## src/rtl/peak_note_classifier.sv

```systemverilog
// Classifies one FFT peak per frame into a note band (sequential boundary search),
// gates silence by magnitude, and debounces across frames before updating the note output.
module peak_note_classifier #(
  parameter int                              NSamples      = 256,
  parameter int                              W             = 33,
  parameter int                              NBits         = $clog2(NSamples),
  parameter int                              NUM_NOTES     = 8,
  parameter int                              NOTE_BITS     = $clog2(NUM_NOTES),
  parameter logic [(NUM_NOTES+1)*NBits-1:0]  BOUNDS        = {8'd28, 8'd24, 8'd21, 8'd19, 8'd16,
                                                              8'd14, 8'd12, 8'd10, 8'd8},
  parameter int unsigned                     MAG_THRESH    = 4096,
  parameter int                              STABLE_FRAMES = 3
) (
  input  logic                 clk,
  input  logic                 reset,
  input  logic [W-1:0]         peak,
  input  logic [NBits-1:0]     peak_k,
  input  logic                 peak_valid,
  output logic [NOTE_BITS-1:0] note,
  output logic                 note_present,
  output logic                 note_valid,
  output logic                 busy,
  output logic                 overrun
);

  localparam int CW     = $clog2(STABLE_FRAMES + 1);
  localparam int CAND_W = NOTE_BITS + 1;
  // Candidate MSB set means NONE; the current output uses the same encoding.
  localparam logic [CAND_W-1:0] CAND_NONE = {1'b1, {NOTE_BITS{1'b0}}};

  localparam logic [1:0] IDLE   = 2'd0;
  localparam logic [1:0] SEARCH = 2'd1;
  localparam logic [1:0] DECIDE = 2'd2;

  function automatic logic [CW-1:0] sat_inc(input logic [CW-1:0] c);
    if (c >= CW'(STABLE_FRAMES)) return CW'(STABLE_FRAMES);
    return c + 1'b1;
  endfunction

  function automatic logic [NBits-1:0] bound_at(input int idx);
    return BOUNDS[idx*NBits +: NBits];
  endfunction

  logic [1:0]           state_q, state_d;
  logic [NBits-1:0]     k_q, k_d;
  logic [NOTE_BITS-1:0] j_q, j_d;
  logic [CAND_W-1:0]    cand_q, cand_d;
  logic [CAND_W-1:0]    last_q, last_d;
  logic [CW-1:0]        cnt_q, cnt_d;
  logic [NOTE_BITS-1:0] note_q, note_d;
  logic                 present_q, present_d;
  logic                 nvalid_q, nvalid_d;
  logic                 ovr_q, ovr_d;
  logic [NBits-1:0]     bnd_lo, bnd_hi;
  logic [CW-1:0]        cnt_new;

  assign bnd_lo = bound_at(int'(j_q));
  assign bnd_hi = bound_at(int'(j_q) + 1);

  always_comb begin
    state_d   = state_q;
    k_d       = k_q;
    j_d       = j_q;
    cand_d    = cand_q;
    last_d    = last_q;
    cnt_d     = cnt_q;
    note_d    = note_q;
    present_d = present_q;
    nvalid_d  = 1'b0;
    ovr_d     = ovr_q;
    cnt_new   = cnt_q;

    if (peak_valid && (state_q != IDLE)) ovr_d = 1'b1;

    case (state_q)
      IDLE: begin
        if (peak_valid) begin
          k_d = peak_k;
          j_d = '0;
          if (peak < W'(MAG_THRESH)) begin
            cand_d  = CAND_NONE;
            state_d = DECIDE;
          end else begin
            state_d = SEARCH;
          end
        end
      end
      SEARCH: begin
        if ((k_q >= bnd_lo) && (k_q < bnd_hi)) begin
          cand_d  = {1'b0, j_q};
          state_d = DECIDE;
        end else if (j_q == NOTE_BITS'(NUM_NOTES - 1)) begin
          cand_d  = CAND_NONE;
          state_d = DECIDE;
        end else begin
          j_d = j_q + 1'b1;
        end
      end
      DECIDE: begin
        cnt_new = (cand_q == last_q) ? sat_inc(cnt_q) : CW'(1);
        last_d  = cand_q;
        cnt_d   = cnt_new;
        if ((cnt_new == CW'(STABLE_FRAMES)) && (cand_q != {~present_q, note_q})) begin
          note_d    = cand_q[NOTE_BITS] ? '0 : cand_q[NOTE_BITS-1:0];
          present_d = ~cand_q[NOTE_BITS];
          nvalid_d  = 1'b1;
        end
        state_d = IDLE;
      end
      default: state_d = IDLE;
    endcase
  end

  always_ff @(posedge clk or posedge reset) begin
    if (reset) begin
      state_q   <= IDLE;
      last_q    <= CAND_NONE;
      cnt_q     <= '0;
      note_q    <= '0;
      present_q <= 1'b0;
      nvalid_q  <= 1'b0;
      ovr_q     <= 1'b0;
    end else begin
      state_q   <= state_d;
      last_q    <= last_d;
      cnt_q     <= cnt_d;
      note_q    <= note_d;
      present_q <= present_d;
      nvalid_q  <= nvalid_d;
      ovr_q     <= ovr_d;
    end
  end

  // Frame data: always rewritten before it is consumed, so no reset needed.
  always_ff @(posedge clk) begin
    k_q    <= k_d;
    j_q    <= j_d;
    cand_q <= cand_d;
  end

  assign note         = note_q;
  assign note_present = present_q;
  assign note_valid   = nvalid_q;
  assign busy         = (state_q != IDLE);
  assign overrun      = ovr_q;

endmodule

```

## config.mk

```make
export PLATFORM = sky130hd
export DESIGN_NAME = peak_note_classifier
export DESIGN_NICKNAME = d
export VERILOG_FILES = /design/src/rtl/peak_note_classifier.sv
export SDC_FILE = /design/constraint.sdc
export NUM_CORES = 1
export LEC_CHECK = 0
export CORE_UTILIZATION = 50
export DETAILED_ROUTE_END_ITERATION = 8
export PLACE_DENSITY = 0.81
export SLEW_MARGIN = 40
export SYNTH_ARGS = -nofsm -noshare
export SYNTH_HDL_FRONTEND = slang
export SYNTH_SLANG_ARGS = --single-unit
```

## constraint.sdc

```tcl
create_clock -name clk -period 4.4 [get_ports clk]
set_input_delay 0.88 -clock clk [delete_from_list [all_inputs] [get_ports clk]]
set_output_delay 0.88 -clock clk [all_outputs]
set_load 0.01 [all_outputs]
```

==> flow_metrics.tcl <==
set metrics [dict create \
    arrival_ps 2820 \
    ir_drop_uv 257 \
    seqPwrFrac 0.421 \
    fin_crit_sh 0.636 \
    final_cell_area_um2 2090 \
    fin_skew_ps 13.2 \
    drtPass1Iterations 4 \
    clockBufferDepth 2 \
    cts_resized 0 \
    routed_wl_um 2890 \
    r2r_cells 8 \
    combPwrFrac 0.437 \
    pwr-share-clk 0.142 \
    rsz0062_at_grt "no" \
    synth-seq-cells 29 \
    drcViolationCount 0 \
    fin_crit_ps 2800 \
    fin_ws_ps 1600 \
    status "finished, final reports clean" \
    grt_overflow 0 \
    cts_tree "done" \
    p_sw_mw 0.396 \
    cts-root-buf "clkbuf_4" \
    die_h_um 58.9 \
    dpl.cell_count 211 \
    gp_congestion 0.748 \
    routed-via-count 1154 \
    synth_cell_type_count 36 \
    start_util 0.530 \
    routedWlPerCell_um 13.2 \
    drive_gt1_frac 0.109 \
    power.density_nw_per_um2 499 \
    die-area_um2 3470 \
    grt_pass1_wl_um 5010 \
    slowest_delay_ps 550 \
    cts_hold_buffers 0 \
    hold_viol_final 0 \
    area_growth_pct 29.4 \
    antenna_left 0 \
    maxCapViolCount 0 \
    p_leak_nw 0.855 \
    die_w_um 58.9 \
    path_class "flop to flop" \
    ys_seq_area_frac 0.496 \
    synth_cells 131 \
    worst_slew_pin_slew_ps 597 \
    path_clk_slew_ps 80 \
    grt_max_degree 15 \
    postSynth.asyncResetShare 0.483 \
    fmax_mhz 357 \
    crit_chain "inv_1 -> a21oi_1 -> ha_1 -> or4b_4 -> a2111oi_4 -> nor2_2 -> nor3_4 -> a221o_1" \
    diodes 0 \
    slew_viol_final 0 \
    placed_area_um2 2040 \
    post-cts-setup-buffers 0 \
    min_path_cells 1 \
    finalSetupTns_ps 0 \
    synth-edff-count 15 \
    instances_no_fill 219 \
    routed_via_density 5.27 \
    cts_made_buffers 5 \
    n_fill_cell 241 \
    post-dp-hpwl_um 2410 \
    crit_slowest_cell "edfxtp_1" \
    critPathRequiredTime_ps 4420 \
    synth_nets 191 \
    ctsHtreeMaxLevel 2 \
    startpoint_type "flop" \
    timing.slew.headroom 0.600 \
    min_path_type "flop to flop" \
    clock_sinks 29 \
    core_area_um2 3050 \
    reg2reg_setup_slack_ps 1600 \
    yosys_warnings 0 \
    drt-initial-drc-count 39 \
    synth_area_um2 1620 \
    endpoint_kind "flop" \
    portBuffers 38 \
    num_io_pins 51 \
    p_int_mw 0.649 \
    clkLatencyLatePin_ps 330 \
    netSwitchingFraction 0.379 \
    grt_pass1_vias 1227 \
    ys.flop_type "edfxtp_1" \
    avgSynthCellArea_um2 12.3 \
    globalRouteTotalUtil 0.201 \
    nets 234 \
    crit_fanout 8 \
    rows 20 \
    dp_slack_ps 1520 \
    grt_antenna_before_repair 0 \
    finalSetupViolCount 0 \
]
## cells in the final DEF, fill, tap and decap left out, drive strengths merged, types with 3 or more instances in the layout
cell type	count
dfrtp	13
inv	9
edfxtp	15
mux2i	4
and2	3
nor2	7
xnor2	3
a21oi	6
clkdlybuf4s50	38
mux2	7
nor2b	7
xor2	5
nand2	4
ha	16
clkbuf	6
nor4	8
## metal layers
metal / GRT usage / routed length (µm) / vias up
met4: 0.105 / 50 / 0
met5: 0 / 0 / -
met1: 0.222 / 1170 / 535
met2: 0.357 / 1520 / 47
li1: - / - / 568
met3: 0.0484 / 149 / 4
## power groups by stage
stage	Clock [mW]	Sequential [mW]	Combinational, mW
floorplan	0	0.422	0.349
finish	0.149	0.440	0.457
global route	0.165	0.451	0.514
detailed placement	0	0.445	0.460
CTS	0.154	0.439	0.462
global placement	0	0.441	0.431
## worst max-delay path: cells and delay by family (launching register included)
| kind | cells | cell delay [ps] |
|---|---|---|
| AND/OR/NAND/NOR | 3 | 860 |
| AO/OA/AOI/OAI | 3 | 650 |
| adder cells (fa/ha/maj) | 1 | 200 |
| buffers and inverters | 1 | 240 |
| flip-flops | 1 | 550 |
## worst paths after layout
check                           startpoint         to
worst min register to register     overrun    overrun
max in group asynchronous            reset  last_q[3]
worst max register to register      j_q[2]  cand_q[3]
worst min-delay path               overrun    overrun
worst max-delay path                j_q[2]  cand_q[3]
min in group asynchronous            reset    note[0]
## cell usage after synthesis (2+ instances only)
cell type,count,share of area
ha_1,16,0.12
edfxtp_1,15,0.28
dfrtp_1,13,0.20
inv_1,9,0.021
nor2b_1,7,0.027
nor4_1,7,0.027
a21oi_1,6,0.019
nor2_1,6,0.014
xor2_1,5,0.027
mux2_2,4,0.028
mux2i_1,4,0.025
nand2_1,4,0.0093
and2_1,3,0.012
mux2_1,3,0.021
xnor2_1,3,0.016
a21o_1,2,0.0093
a221o_1,2,0.012
nand2b_1,2,0.0077
o21ai_0,2,0.0062
or4_1,2,0.0093
## per-stage QoR
stage	hold slack, ps	util	total power [mW]
global route	495	0.686	1.13
CTS	478	0.686	1.06
global placement	437	0.669	0.872
floorplan	493	-	0.771
detailed placement	459	0.669	0.905
finish	475	0.686	1.05
## kinds of logic (layout without fill, tap and decap cells)
kind of cell	Yosys count	after routing	share of synthesized area
adders and majority gates	16	16	0.124
xor gates and xnor gates	8	8	0.0433
and+or+nand+nor	39	39	0.150
buffers and inverters	11	55	0.0278
AOI/OAI and AO/OA	17	17	0.0859
muxes	11	11	0.0735
DFF	29	29	0.496
## registers in the layout, summed over array words and instances (netlist names), 2 cells and up
name	cells
k_q	8
cand_q	4
last_q	4
j_q	3
note	3
cnt_q	2
state_q	2
## area by class of cell
type / count / area, µm² / share of cell area
clock inverters: 2 / 10.0 / 0.00478
clock buffers: 6 / 41.3 / 0.0197
inverters: 9 / 33.8 / 0.0161
repair buffers: 38 / 380 / 0.182
flip-flops and latches: 29 / 802 / 0.383
well taps: 44 / 55.1 / 0.0263
multi-input cells: 91 / 771 / 0.368
No activity file was read; power rests on OpenSTA's default activity.
